$ cat src/rtl/pingpong_ram_ctrl.sv
// pingpong_ram_ctrl
//   Ping-pong frame buffer controller in front of one dual-port RAM. The RAM
//   is split into two banks by the address MSB. Port A writes incoming frames
//   of FRAME_LEN words; port B replays each completed bank, in order, through
//   a 2-entry output FIFO onto a valid/ready stream.
//
// Ports
//   clk, rst_n                 single clock, async active-low reset
//   s_valid/s_ready/s_data     input word stream
//   m_valid/m_ready/m_data     output word stream, m_last on last word of a frame
//   ram_wren_a/addr_a/din_a    RAM port A (write only)
//   ram_rden_b/addr_b/dout_b   RAM port B (read only, 1-cycle read latency)
//   bank_full                  per-bank "frame written, not yet fully read"
//   frame_done                 pulse when the last word of a frame leaves on m_*
//
// Read FSM
//   state   | meaning
//   RD_IDLE | waiting for bank rd_bank to become full
//   RD_READ | issuing reads of bank rd_bank, limited by FIFO credit

module pingpong_ram_ctrl #(
    parameter int DATA_WIDTH = 8,
    parameter int ADDR_WIDTH = 5
) (
    input  logic                  clk,
    input  logic                  rst_n,
    input  logic                  s_valid,
    output logic                  s_ready,
    input  logic [DATA_WIDTH-1:0] s_data,
    output logic                  m_valid,
    input  logic                  m_ready,
    output logic [DATA_WIDTH-1:0] m_data,
    output logic                  m_last,
    output logic                  ram_wren_a,
    output logic [ADDR_WIDTH-1:0] ram_addr_a,
    output logic [DATA_WIDTH-1:0] ram_din_a,
    output logic                  ram_rden_b,
    output logic [ADDR_WIDTH-1:0] ram_addr_b,
    input  logic [DATA_WIDTH-1:0] ram_dout_b,
    output logic [1:0]            bank_full,
    output logic                  frame_done
);

    localparam int PW = ADDR_WIDTH - 1;
    localparam logic [PW-1:0] PTR_MAX = '1;

    typedef enum logic {RD_IDLE, RD_READ} rd_state_e;

    rd_state_e             state_q, state_d;
    logic                  wr_bank_q, wr_bank_d;
    logic [PW-1:0]         wr_ptr_q, wr_ptr_d;
    logic                  rd_bank_q, rd_bank_d;
    logic [PW-1:0]         rd_ptr_q, rd_ptr_d;
    logic                  drain_bank_q, drain_bank_d;
    logic [1:0]            bank_full_q, bank_full_d;
    logic                  inflight_q, inflight_d;
    logic                  inflight_last_q, inflight_last_d;
    logic [DATA_WIDTH-1:0] fifo_data_q [2];
    logic [DATA_WIDTH-1:0] fifo_data_d [2];
    logic [1:0]            fifo_last_q, fifo_last_d;
    logic                  fifo_wr_idx_q, fifo_wr_idx_d;
    logic                  fifo_rd_idx_q, fifo_rd_idx_d;
    logic [1:0]            fifo_cnt_q, fifo_cnt_d;

    logic       accept;
    logic       pop;
    logic       push;
    logic       credit;
    logic [2:0] occupancy;

    assign s_ready    = rst_n & ~bank_full_q[wr_bank_q];
    assign accept     = s_valid & s_ready;
    assign m_valid    = (fifo_cnt_q != 2'd0);
    assign m_data     = fifo_data_q[fifo_rd_idx_q];
    assign m_last     = m_valid & fifo_last_q[fifo_rd_idx_q];
    assign pop        = m_valid & m_ready;
    assign push       = inflight_q;
    assign frame_done = pop & fifo_last_q[fifo_rd_idx_q];
    assign bank_full  = bank_full_q;

    assign ram_wren_a = accept;
    assign ram_addr_a = {wr_bank_q, wr_ptr_q};
    assign ram_din_a  = s_data;
    assign ram_addr_b = {rd_bank_q, rd_ptr_q};

    // Words already owned by the FIFO: stored plus the read in flight. A pop
    // this cycle frees a slot early enough for a read issued now, which is
    // what keeps the stream at one word per clock.
    assign occupancy = {1'b0, fifo_cnt_q} + {2'b00, inflight_q};
    assign credit    = pop ? (occupancy < 3'd3) : (occupancy < 3'd2);

    always_comb begin
        wr_bank_d    = wr_bank_q;
        wr_ptr_d     = wr_ptr_q;
        bank_full_d  = bank_full_q;
        drain_bank_d = drain_bank_q;

        if (accept) begin
            wr_ptr_d = wr_ptr_q + 1'b1;
            if (wr_ptr_q == PTR_MAX) begin
                wr_bank_d = ~wr_bank_q;
            end
        end

        // Reads run ahead of the drain, so the bank that clears is tracked
        // separately from the bank being read.
        if (frame_done) begin
            bank_full_d[drain_bank_q] = 1'b0;
            drain_bank_d              = ~drain_bank_q;
        end
        if (accept && (wr_ptr_q == PTR_MAX)) begin
            bank_full_d[wr_bank_q] = 1'b1;
        end
    end

    always_comb begin
        state_d    = state_q;
        rd_bank_d  = rd_bank_q;
        rd_ptr_d   = rd_ptr_q;
        ram_rden_b = 1'b0;

        case (state_q)
            RD_IDLE: begin
                if (bank_full_q[rd_bank_q]) begin
                    state_d    = RD_READ;
                    ram_rden_b = credit;
                end
            end
            RD_READ: begin
                ram_rden_b = credit;
            end
            default: begin
                state_d = RD_IDLE;
            end
        endcase

        if (ram_rden_b) begin
            rd_ptr_d = rd_ptr_q + 1'b1;
            if (rd_ptr_q == PTR_MAX) begin
                rd_bank_d = ~rd_bank_q;
                state_d   = RD_IDLE;
            end
        end

        inflight_d      = ram_rden_b;
        inflight_last_d = ram_rden_b & (rd_ptr_q == PTR_MAX);
    end

    always_comb begin
        fifo_data_d   = fifo_data_q;
        fifo_last_d   = fifo_last_q;
        fifo_wr_idx_d = fifo_wr_idx_q;
        fifo_rd_idx_d = fifo_rd_idx_q;
        fifo_cnt_d    = fifo_cnt_q;

        if (push) begin
            fifo_data_d[fifo_wr_idx_q] = ram_dout_b;
            fifo_last_d[fifo_wr_idx_q] = inflight_last_q;
            fifo_wr_idx_d              = ~fifo_wr_idx_q;
        end
        if (pop) begin
            fifo_rd_idx_d = ~fifo_rd_idx_q;
        end
        case ({push, pop})
            2'b10:   fifo_cnt_d = fifo_cnt_q + 2'd1;
            2'b01:   fifo_cnt_d = fifo_cnt_q - 2'd1;
            default: fifo_cnt_d = fifo_cnt_q;
        endcase
    end

    always_ff @(posedge clk or negedge rst_n) begin
        if (!rst_n) begin
            state_q         <= RD_IDLE;
            wr_bank_q       <= 1'b0;
            wr_ptr_q        <= '0;
            rd_bank_q       <= 1'b0;
            rd_ptr_q        <= '0;
            drain_bank_q    <= 1'b0;
            bank_full_q     <= 2'b00;
            inflight_q      <= 1'b0;
            inflight_last_q <= 1'b0;
            fifo_data_q[0]  <= '0;
            fifo_data_q[1]  <= '0;
            fifo_last_q     <= 2'b00;
            fifo_wr_idx_q   <= 1'b0;
            fifo_rd_idx_q   <= 1'b0;
            fifo_cnt_q      <= 2'd0;
        end else begin
            state_q         <= state_d;
            wr_bank_q       <= wr_bank_d;
            wr_ptr_q        <= wr_ptr_d;
            rd_bank_q       <= rd_bank_d;
            rd_ptr_q        <= rd_ptr_d;
            drain_bank_q    <= drain_bank_d;
            bank_full_q     <= bank_full_d;
            inflight_q      <= inflight_d;
            inflight_last_q <= inflight_last_d;
            fifo_data_q     <= fifo_data_d;
            fifo_last_q     <= fifo_last_d;
            fifo_wr_idx_q   <= fifo_wr_idx_d;
            fifo_rd_idx_q   <= fifo_rd_idx_d;
            fifo_cnt_q      <= fifo_cnt_d;
        end
    end

endmodule

$ cat config.mk
export PLATFORM = sky130hd
export DESIGN_NAME = pingpong_ram_ctrl
export DESIGN_NICKNAME = d
export VERILOG_FILES = /design/src/rtl/pingpong_ram_ctrl.sv
export SDC_FILE = /design/constraint.sdc
export NUM_CORES = 1
export LEC_CHECK = 0
export BUFFER_PORTS_ARGS = -buffer_cell sky130_fd_sc_hd__buf_2
export CAP_MARGIN = 25
export CORE_ASPECT_RATIO = 0.9
export CORE_MARGIN = 2
export CORE_UTILIZATION = 54
export CTS_BUF_LIST = sky130_fd_sc_hd__clkbuf_4 sky130_fd_sc_hd__clkbuf_8 sky130_fd_sc_hd__clkbuf_16
export DETAILED_ROUTE_END_ITERATION = 7
export PLACE_DENSITY = 0.83
export SETUP_SLACK_MARGIN = 0.3
export SLEW_MARGIN = 10
export SYNTH_ARGS = -nofsm -noshare
export SYNTH_HDL_FRONTEND = slang
export SYNTH_SLANG_ARGS = --single-unit
$ cat constraint.sdc
create_clock -name clk -period 4.2 [get_ports clk]
set_clock_uncertainty 0.2 [all_clocks]
set_input_delay 0.84 -clock clk [delete_from_list [all_inputs] [get_ports clk]]
set_output_delay 0.84 -clock clk [all_outputs]
set_load 0.01 [all_outputs]
# == Yosys cells after proc, flatten, opt, wreduce, memory -nomap -nowiden ==
# Cells that the tools add are included.
# op_classes
add_sub_neg,5
n_lt_le_gt_ge,13
n_eq_ne,4
mux,29
n_bitwise,18
n_reduce_logical,9
# ops
cell,n
$mux W8,4
$bwmux W16,1
$mux W1,15
$lt A1 B2 Y1 const B,5
$add A4 B1 Y4 const B,2
$demux W8 S1,1
$eq A4 B4 Y1 const B,2
$not A1 Y1,7
$and A1 B1 Y1,6
$lt A3 B2 Y1 const B,2
$logic_and A1 B1 Y1,5
$ge A2 B2 Y1 const B,2
$mux W2,2
$not A1 Y2,2
$pmux W2 S2,1
$reduce_and A2 Y1,2
$reduce_bool A2 Y1,2
$add A2 B1 Y3,1
$demux W1 S1,3
$ge A1 B1 Y1 const B,3
$add A2 B1 Y2 const B,1
$and A2 B2 Y2,1
$bwmux W2,1
$eq A2 B1 Y1 const B,1
other kinds (6),6
# totals
ff_bits,38
in_bits,20
out_inout_bits,34
word_cells,93

# == Depth between registers and ports, before layout ==
# Gate-level depths: netlist (run 1).
# logic_depth
word_depth,9
ltp_mapped,7
ltp_nobuf,7

# == Worst setup path after synthesis (run 1) ==
# Ideal clock, no wire load.
# synth_timing
kind,reg-to-output
from,register fifo_cnt_q[0]
to,output ram_rden_b
arrival_time_ns,1.451
required_time_ns,3.160
setup_slack_ns,1.709
stages_incl_launch_ff,7
n_path_buf,0
cell_sequence,dfrtp_1 ha_1 inv_1 ha_1 a21oi_1 mux2i_2 nor2_2
# synth_between
elab_chain_len,5
elab_cells_between_ends,8
cone_classes,add/sub (1); order compare (2); mux (3); bitwise (1); reduce/logical (1)
# synth_lines
item,line_no,text
start: declaration,63,"logic [1:0] fifo_cnt_q, fifo_cnt_d;"
start signal: assignment,202,fifo_cnt_q <= fifo_cnt_d;
$add A2 B1 Y3 / $reduce_bool A2 Y1 (equally long branches),"89, 73",
$lt A3 B2 Y1 / $and A1 B1 Y1 (equally long branches),"90, 76",
$mux W1 *,90,assign credit = pop ? (occupancy < 3'd3) : (occupancy < 3'd2);
$mux W1,124,if (bank_full_q[rd_bank_q]) begin
$pmux W1 S2 *,122,case (state_q)
end: declaration,37,"output logic ram_rden_b,"
# Every way passes the cells marked *; elsewhere a longest branch is shown, timed or not.

# == Worst setup path after layout (run 1) ==
# Same ends and word-level chain as after synthesis.

==> impl_metrics.ini, run 1 <==
[placed_design]
dpl_cell_area_um2 = 1940
portBuffers = 37
gp_congestion = 0.757
dp_hpwl_mm = 2.22

[yosys]
synth_top_area_cell = dfrtp_1
yosysSeqAreaShare_pct = 53.5
yosys.area.top_type_share_pct = 53.5
syn_area_um2 = 1780
synth_flop_cell = dfrtp_1
syn-num-nets = 161
postSynthCellCount = 135
ys_types = 28
synth.ff_latch_count = 38
synth_area_leaders = dfrtp_1, mux2_2, buf_4
synth_edf_count = 0
synth_area_per_cell_um2 = 13.2
yosys_warnings = 0
async_flop_share_pct = 100

[critical_path]
path_cells = ha_1, inv_1, ha_1, a21oi_1, mux2i_2, nor2_2, buf_2
required_ns = 3.16
critPathKind = reg2out
cpMaxStageDelayCell = dfrtp_1
crit_top_cell = ha_1
worstSetupEndpointType = primary output
cp_max_fo = 5
start_kind = register
cpPeakStageDelay_ns = 0.49
arrival_ns = 2.08

[cts]
worstSkewPairLatency_ns = 0.34
ctsHoldBuffers = 0
h-tree-depth = 2
numCtsBuffers = 5
cts_buffer_depth = 2
cts_tree = built
clock_sinks = 38
cts_resized = 0
clockRootBuffer = clkbuf_4
post_cts_buffers = 0
clk_pin_slew_worst_paths_ns = 0.11

[detailed_routing]
drtAntennaViolNets = 0
wl_per_cell_um = 14.0
finalWirelength_mm = 2.95
avgViaCountPerCell = 5.08
drt-initial-drc-count = 20
drc = 0
dr.pass1.iters = 4
vias = 1072

[floorplanning]
start_util_pct = 57.5
die_x_um = 64.5
io_pins = 54
std_cell_rows = 19
die_area_um2 = 3770
fp.dieH_um = 58.4
fp.coreArea_um2 = 3090

[flow_run]
maxCapViolCount = 0

[layout]
fin_util_pct = 64.7
syn2layout_area_growth_pct = 12.6
drive_above_1_share_pct = 47.3
num_antenna_cells = 0
final_area_um2 = 2000
final_common_cell = dfrtp_1
fillers = 242
layout_common_cells = dfrtp_1, buf_2, mux2_2
finalNetCount = 194

[pwr]
ir_drop_mv = 0.485
power_per_cell_area_nw_per_um2 = 822
p_total_mw = 1.64
p_leak_nw = 0.954

[run_status]
status = finished, final reports clean

[global_routing]
grt_overflow_total = 0
grt_pass1_vias = 1142
antenna_found_initial = 0
grt_pass1_wl_mm = 4.99
grt_use_total_pct = 17.8
grt_max_degree = 23

[timing]
slew_viol_final = 0
final_hold_viol_count = 0
fin_crit_sh_pct = 74.4
slew_headroom_pct = 68.5
tightest_slew_ns = 0.472
clock.fmax_mhz = 320
setup_viol = 0
fin_crit_ns = 3.12
rsz0062_at_grt = false
fin_setup_tns_ns = 0

[min_path]
hold_path.class = in2async
-- report_power, final --
group	switching, mW	internal (mW)	leakage [nW]
Combinational	0.340	0.402	0.462
Sequential	0.160	0.545	0.458
Clock	0.117	0.0804	0.0343
Total	0.617	1.03	0.954
-- cells in the mapped netlist (2+ instances only) --
cell type and n:
dfrtp_1 38, mux2_2 27, buf_4 10, xnor2_1 7, ha_1 6, inv_1 6
nor2_1 6, xor2_1 6, nand2_1 4, buf_2 2, mux2i_1 2, nand3_1 2
nand4_1 2, nor2_2 2, o2bb2ai_1 2
-- routing by layer --
layer  part of all wire [%]  GRT usage, %
met4                    2.2          8.51
met5                      0             0
met1                     42          20.5
met3                    5.9          5.54
met2                     50          30.8
-- flip-flops by register name, indices dropped and copies added, names as in the netlist, 2 cells and up --
register / count
wr_ptr_q: 4
rd_ptr_q: 4
fifo_data_q: 16
bank_full: 2
fifo_cnt_q: 2
fifo_last_q: 2
-- critical path: cells and delay by family (launching register included) --
kind            cells  cell delay, ns
simple gates        1            0.21
compound gates      1            0.18
buf+inv             2            0.22
mux                 1            0.15
flops               1            0.49
fa+ha+maj           2            0.50
-- through the flow --
step                std cells  worst slack [ns]  hold slack, ns
finish                    211              1.08           0.206
global route              211             0.913           0.211
CTS                       211              1.04           0.206
detailed placement        203              1.42           0.288
global placement          203              1.47           0.281
floorplan                 135              1.71           0.274
-- cells by family (layout without fill, tap and decap cells) --
| kind of cell | Yosys count | after routing | share of synthesized area [%] |
|---|---|---|---|
| xor gates and xnor gates | 13 | 13 | 6.41 |
| muxes | 31 | 31 | 19.9 |
| and+or+nand+nor | 23 | 23 | 6.76 |
| buffers and inverters | 18 | 52 | 6.06 |
| DFF | 38 | 38 | 53.5 |
| AOI/OAI and AO/OA | 6 | 6 | 3.17 |
| adders and majority gates | 6 | 6 | 4.23 |
-- worst paths after layout --
check	startpoint	endpoint	slack, ns	depth (start not counted)
hold reg to reg	rd_ptr_q[3]	rd_ptr_q[3]	0.30	1
max in group asynchronous	rst_n	fifo_data_q[4]	2.97	2
hold / removal	rst_n	inflight_q	0.21	1
setup reg to reg	fifo_cnt_q[0]	rd_ptr_q[1]	2.01	7
min in group clk	rd_ptr_q[3]	rd_ptr_q[3]	0.30	1
setup / recovery	fifo_cnt_q[0]	ram_rden_b	1.08	7
-- final cells by class --
cell class / instances / area [um^2] / area share (%)
clock buffer: 6 / 51.3 / 2.56
clock inverter: 2 / 12.5 / 0.625
inverter: 6 / 22.5 / 1.13
multi-input combinational: 79 / 718 / 35.9
sequential: 38 / 951 / 47.5
tap: 42 / 52.6 / 2.63
timing repair buffer: 38 / 193 / 9.63
(Power assumes the default switching activity.)
==> inputs of run 2 (changes only) <==
--- a/config.mk
+++ b/config.mk
@@ -5,14 +5,15 @@
 export SDC_FILE = /design/constraint.sdc
 export NUM_CORES = 1
 export LEC_CHECK = 0
+export ABC_AREA = 1
 export BUFFER_PORTS_ARGS = -buffer_cell sky130_fd_sc_hd__buf_2
 export CAP_MARGIN = 25
 export CORE_ASPECT_RATIO = 0.9
 export CORE_MARGIN = 2
-export CORE_UTILIZATION = 54
+export CORE_UTILIZATION = 51
 export CTS_BUF_LIST = sky130_fd_sc_hd__clkbuf_4 sky130_fd_sc_hd__clkbuf_8 sky130_fd_sc_hd__clkbuf_16
 export DETAILED_ROUTE_END_ITERATION = 7
-export PLACE_DENSITY = 0.83
+export PLACE_DENSITY = 0.78
 export SETUP_SLACK_MARGIN = 0.3
 export SLEW_MARGIN = 10
 export SYNTH_ARGS = -nofsm -noshare
==> constraint.sdc (replaced) <==
create_clock -name clk -period 3 [get_ports clk]
set_clock_uncertainty 0.2 [all_clocks]
set_input_delay 0.6 -clock clk [delete_from_list [all_inputs] [get_ports clk]]
set_output_delay 0.6 -clock clk [all_outputs]
set_load 0.01 [all_outputs]
==> impl_metrics.ini, run 2 <==
[min_path]
hold_path.class = in2async

[global_routing]
grt_overflow_total = 0
antenna_found_initial = 0
grt_max_degree = 39
grt_use_total_pct = 18.0
grt_pass1_wl_mm = 5.50
grt_pass1_vias = 1285

[flow_run]
maxCapViolCount = 0

[floorplanning]
die_area_um2 = 4240
die_x_um = 68.5
std_cell_rows = 21
fp.dieH_um = 62.0
io_pins = 54
start_util_pct = 52.2
fp.coreArea_um2 = 3650

[detailed_routing]
finalWirelength_mm = 3.35
vias = 1411
wl_per_cell_um = 11.4
drc = 0
dr.pass1.iters = 4
drtAntennaViolNets = 0
drt-initial-drc-count = 80
avgViaCountPerCell = 4.82

[placed_design]
portBuffers = 37
dp_hpwl_mm = 2.39
gp_congestion = 0.807
dp_slack_ns = 0.621

[yosys]
synth_edf_count = 0
synth_area_leaders = dfrtp_1, nand2_1, o21ai_2
yosysSeqAreaShare_pct = 49.9
yosysMostFrequentCell = nand2_1
ys_types = 30
yosys.area.top_type_share_pct = 49.9
async_flop_share_pct = 100
ys_top_cells_by_count = nand2_1, dfrtp_1, inv_1
synth.ff_latch_count = 38
synth_area_per_cell_um2 = 8.91
syn-num-nets = 240
synth_top_area_cell = dfrtp_1
syn_area_um2 = 1910
yosys_warnings = 0
synth_flop_cell = dfrtp_1
postSynthCellCount = 214

[layout]
regMostFlops = fifo_data_q
num_antenna_cells = 0
reg_top3 = fifo_data_q: 16 flops, rd_ptr_q: 4 flops, wr_ptr_q: 4 flops
fin_util_pct = 59.8
largest_reg_flops = 16
syn2layout_area_growth_pct = 14.6
finalNetCount = 273
drive_above_1_share_pct = 29.1
layout_common_cells = nand2_1, dfrtp_1, buf_2
final_common_cell = nand2_1

[timing]
final_hold_viol_count = 0
setup_viol = 0
slew_viol_final = 0
fin_crit_ns = 2.58
setup_slack_ns = 0.425
tightest_slew_ns = 0.802
slew_headroom_pct = 46.5
fin_setup_tns_ns = 0
clock.fmax_mhz = 388
rsz0062_at_grt = false
fin_crit_sh_pct = 85.8

[critical_path]
required_ns = 2.20
cp_max_fo = 6
start_kind = register
critPathKind = reg2out
worstSetupEndpointType = primary output
arrival_ns = 1.78

[cts]
numCtsBuffers = 5
h-tree-depth = 2
cts_buffer_depth = 2
clockRootBuffer = clkbuf_8
worstSkewPairLatency_ns = 0.29
clk_pin_slew_worst_paths_ns = 0.07
cts_tree = built
clock_sinks = 38

[run_status]
status = finished, final reports clean

[pwr]
p_total_mw = 2.46
ir_drop_mv = 0.635
p_leak_nw = 1.19
power_per_cell_area_nw_per_um2 = 1130
[run 2: critical path: stages, from the launching register on]
cell and delay (ns):
dfrtp_2 0.40, ha_2 0.19, inv_1 0.05, ha_1 0.28, a21oi_2 0.15, nand2_2 0.08
nand2_4 0.08, nand2_4 0.08, clkinv_4 0.07, buf_2 0.12
[run 2: cell type report]
cell class | instances | area, um^2
repair buffers | 40 | 208
clock inverters | 1 | 30.0
clock buffers | 6 | 82.6
well taps | 46 | 57.6
inverters | 25 | 98.8
fillers | 323 | 1470
multi-input cells | 137 | 757
flip-flops and latches | 38 | 952
[run 2: logic make-up (layout without fill, tap and decap cells)]
| group | Yosys count | count (layout) | share of synthesized area, % |
|---|---|---|---|
| xor gates and xnor gates | 9 | 9 | 4.13 |
| adders and majority gates | 6 | 6 | 3.94 |
| AOI/OAI and AO/OA | 28 | 28 | 9.51 |
| buffers and inverters | 39 | 72 | 10.8 |
| and+or+nand+nor | 94 | 94 | 21.8 |
| DFF | 38 | 38 | 49.9 |
[run 2: what timing repair did]
item | CTS | global route
gates resized for setup | 0 | 3
buffers inserted | 0 | 2
endpoints found under the setup margin | 0 | 1
hold buffers | 0 | 0
[run 2: worst paths after layout]
path                                 start  depth (start not counted)  slack, ns               to
hold / removal                       rst_n                          2       0.20    fifo_rd_idx_q
min in group clk           fifo_data_q[12]                          2       0.28  fifo_data_q[12]
setup / recovery             fifo_cnt_q[0]                          9       0.42       ram_rden_b
setup reg to reg             fifo_cnt_q[0]                          7       1.14    fifo_cnt_q[1]
hold reg to reg            fifo_data_q[12]                          2       0.28  fifo_data_q[12]
max in group asynchronous            rst_n                          2       2.05    fifo_cnt_q[0]
[run 2: per-stage QoR]
stage | cells | area, um^2 | hold slack, ns
finish | 293 | 2190 | 0.197
global route | 293 | 2190 | 0.241
global placement | 284 | 2050 | 0.259
floorplan | 214 | 1910 | 0.104
CTS | 291 | 2160 | 0.215
detailed placement | 284 | 2050 | 0.268
[run 2: report_power, final]
part | total, mW | switching [mW] | internal (mW) | leakage [nW]
Sequential | 0.921 | 0.183 | 0.738 | 0.473
Clock | 0.436 | 0.170 | 0.266 | 0.0573
Combinational | 1.11 | 0.649 | 0.458 | 0.662
[run 2: per-layer routing]
layer | track usage, % | vias to the layer above | part of all wire [%]
li1 | - | 724 | -
met1 | 21.6 | 645 | 46
met2 | 31.2 | 38 | 47
met3 | 4.68 | 4 | 5.6
met4 | 6.86 | 0 | 1.4
met5 | 0 | - | 0
==> inputs of run 3 (changes only) <==
==> constraint.sdc (replaced) <==
create_clock -name clk -period 3 [get_ports clk]
set_clock_uncertainty 0.2 [all_clocks]
set_input_delay 0.15 -clock clk [delete_from_list [all_inputs] [get_ports clk]]
set_output_delay 0.15 -clock clk [all_outputs]
set_load 0.01 [all_outputs]
==> impl_metrics.ini, run 3 (synthesis results as in run 2) <==
[run_status]
status = finished, final reports clean

[flow_run]
maxCapViolCount = 0

[detailed_routing]
dr.pass1.iters = 4
drc = 0
vias = 1455
finalWirelength_mm = 3.47
drtAntennaViolNets = 0
drt-initial-drc-count = 110
wl_per_cell_um = 11.5
avgViaCountPerCell = 4.82

[critical_path]
path_cells = ha_1, inv_1, ha_1, a21oi_1, nand2_2, nand2_4, nand2_4, clkinv_4, buf_2
required_ns = 2.65
start_kind = register
arrival_ns = 1.87
critPathKind = reg2out
cp_max_fo = 6
cpPeakStageDelay_ns = 0.45
worstSetupEndpointType = primary output
cpMaxStageDelayCell = dfrtp_1

[floorplanning]
fp.coreArea_um2 = 3650
std_cell_rows = 21
die_area_um2 = 4240
die_x_um = 68.5
start_util_pct = 52.2
fp.dieH_um = 62.0
io_pins = 54

[timing]
slew_headroom_pct = 49.0
rsz0062_at_grt = false
fin_setup_tns_ns = 0
slew_viol_final = 0
tightest_slew_ns = 0.765
fin_crit_sh_pct = 74.1
clock.fmax_mhz = 450
final_hold_viol_count = 0
setup_viol = 0
fin_crit_ns = 2.22

[cts]
cts_resized = 0
post_cts_buffers = 0
numCtsBuffers = 5
clk_pin_slew_worst_paths_ns = 0.07
clockRootBuffer = clkbuf_8
clock_sinks = 38
cts_buffer_depth = 2
worstSkewPairLatency_ns = 0.29
h-tree-depth = 2
ctsHoldBuffers = 11
cts_tree = built

[layout]
layout_common_cells = nand2_1, dfrtp_1, buf_2
final_area_um2 = 2270
drive_above_1_share_pct = 26.2
final_common_cell = nand2_1
num_antenna_cells = 0
largest_reg_flops = 16
syn2layout_area_growth_pct = 19.2
reg_top3 = fifo_data_q: 16 flops, rd_ptr_q: 4 flops, wr_ptr_q: 4 flops
finalNetCount = 282
regMostFlops = fifo_data_q

[placed_design]
gp_congestion = 0.765
dpl_cell_area_um2 = 2050
portBuffers = 37
dp_hpwl_mm = 2.39

[global_routing]
grt_overflow_total = 0
grt_use_total_pct = 17.7
grt_pass1_vias = 1261
grt_pass1_wl_mm = 5.42
antenna_found_initial = 0
grt_max_degree = 39

[pwr]
p_leak_nw = 1.23
power_per_cell_area_nw_per_um2 = 1070
p_total_mw = 2.44
ir_drop_mv = 0.712

[min_path]
hold_path.class = in2out
==> run 3: cell types whose count changed in the layout (fill, tap and decap cells not counted) <==
cell / change
dlygate4sd3_1: +11
ha_2: -1
ha_1: +1
dfrtp_1: +1
a21oi_1: +1
dfrtp_2: -1
a21oi_2: -1
buf_4: -2
==> run 3: final timing paths <==
path                           startpoint              to  slack (ns)  depth (start not counted)
max in group asynchronous           rst_n     rd_ptr_q[0]        1.98                          3
min in group asynchronous           rst_n  fifo_data_q[0]        0.29                          3
min reg2reg                fifo_last_q[0]  fifo_last_q[0]        0.28                          2
max reg2reg                 fifo_cnt_q[0]       rd_bank_q        1.14                          9
min                             s_data[0]    ram_din_a[0]        0.10                          0
max                         fifo_cnt_q[0]      ram_rden_b        0.78                          9
==> run 3: area by class of cell <==
type / instances / area [um^2]
flip-flops and latches: 38 / 951
well taps: 46 / 57.6
inverters: 25 / 98.8
repair buffers: 49 / 303
clock inverters: 1 / 30.0
clock buffers: 6 / 82.6
multi-input cells: 137 / 751
fillers: 326 / 1380
==> run 3: stage by stage <==
stage	hold slack [ns]	util [%]	cells	setup slack (ns)
after floorplan	-0.346	-	214	1.27
after global placement	0.0873	56.1	284	1.14
after detailed placement	0.0801	56.1	284	1.09
after CTS	0.100	62.2	302	0.771
after global routing	0.100	62.2	302	0.643
final	0.100	62.2	302	0.778
==> run 3: worst max-delay path, delay by kind of cell (launching register included) <==
kind / cells / cell delay (ns)
fa+ha+maj: 2 / 0.47
flops: 1 / 0.45
compound gates: 1 / 0.17
buf+inv: 3 / 0.24
simple gates: 3 / 0.24
==> run 3: metal layers <==
layer,up-vias,GRT usage (%),share of wire [%]
met4,0,6.57,1.4
met3,6,6.31,5.4
li1,738,-,-
met2,43,27.6,46
met1,668,22.8,47
met5,-,0,0
==> run 3: report_power, final <==
part	internal (mW)	switching [mW]	total [mW]	leakage (nW)
clock	0.266	0.171	0.437	0.0573
sequential	0.737	0.189	0.926	0.474
combinational	0.440	0.632	1.07	0.700
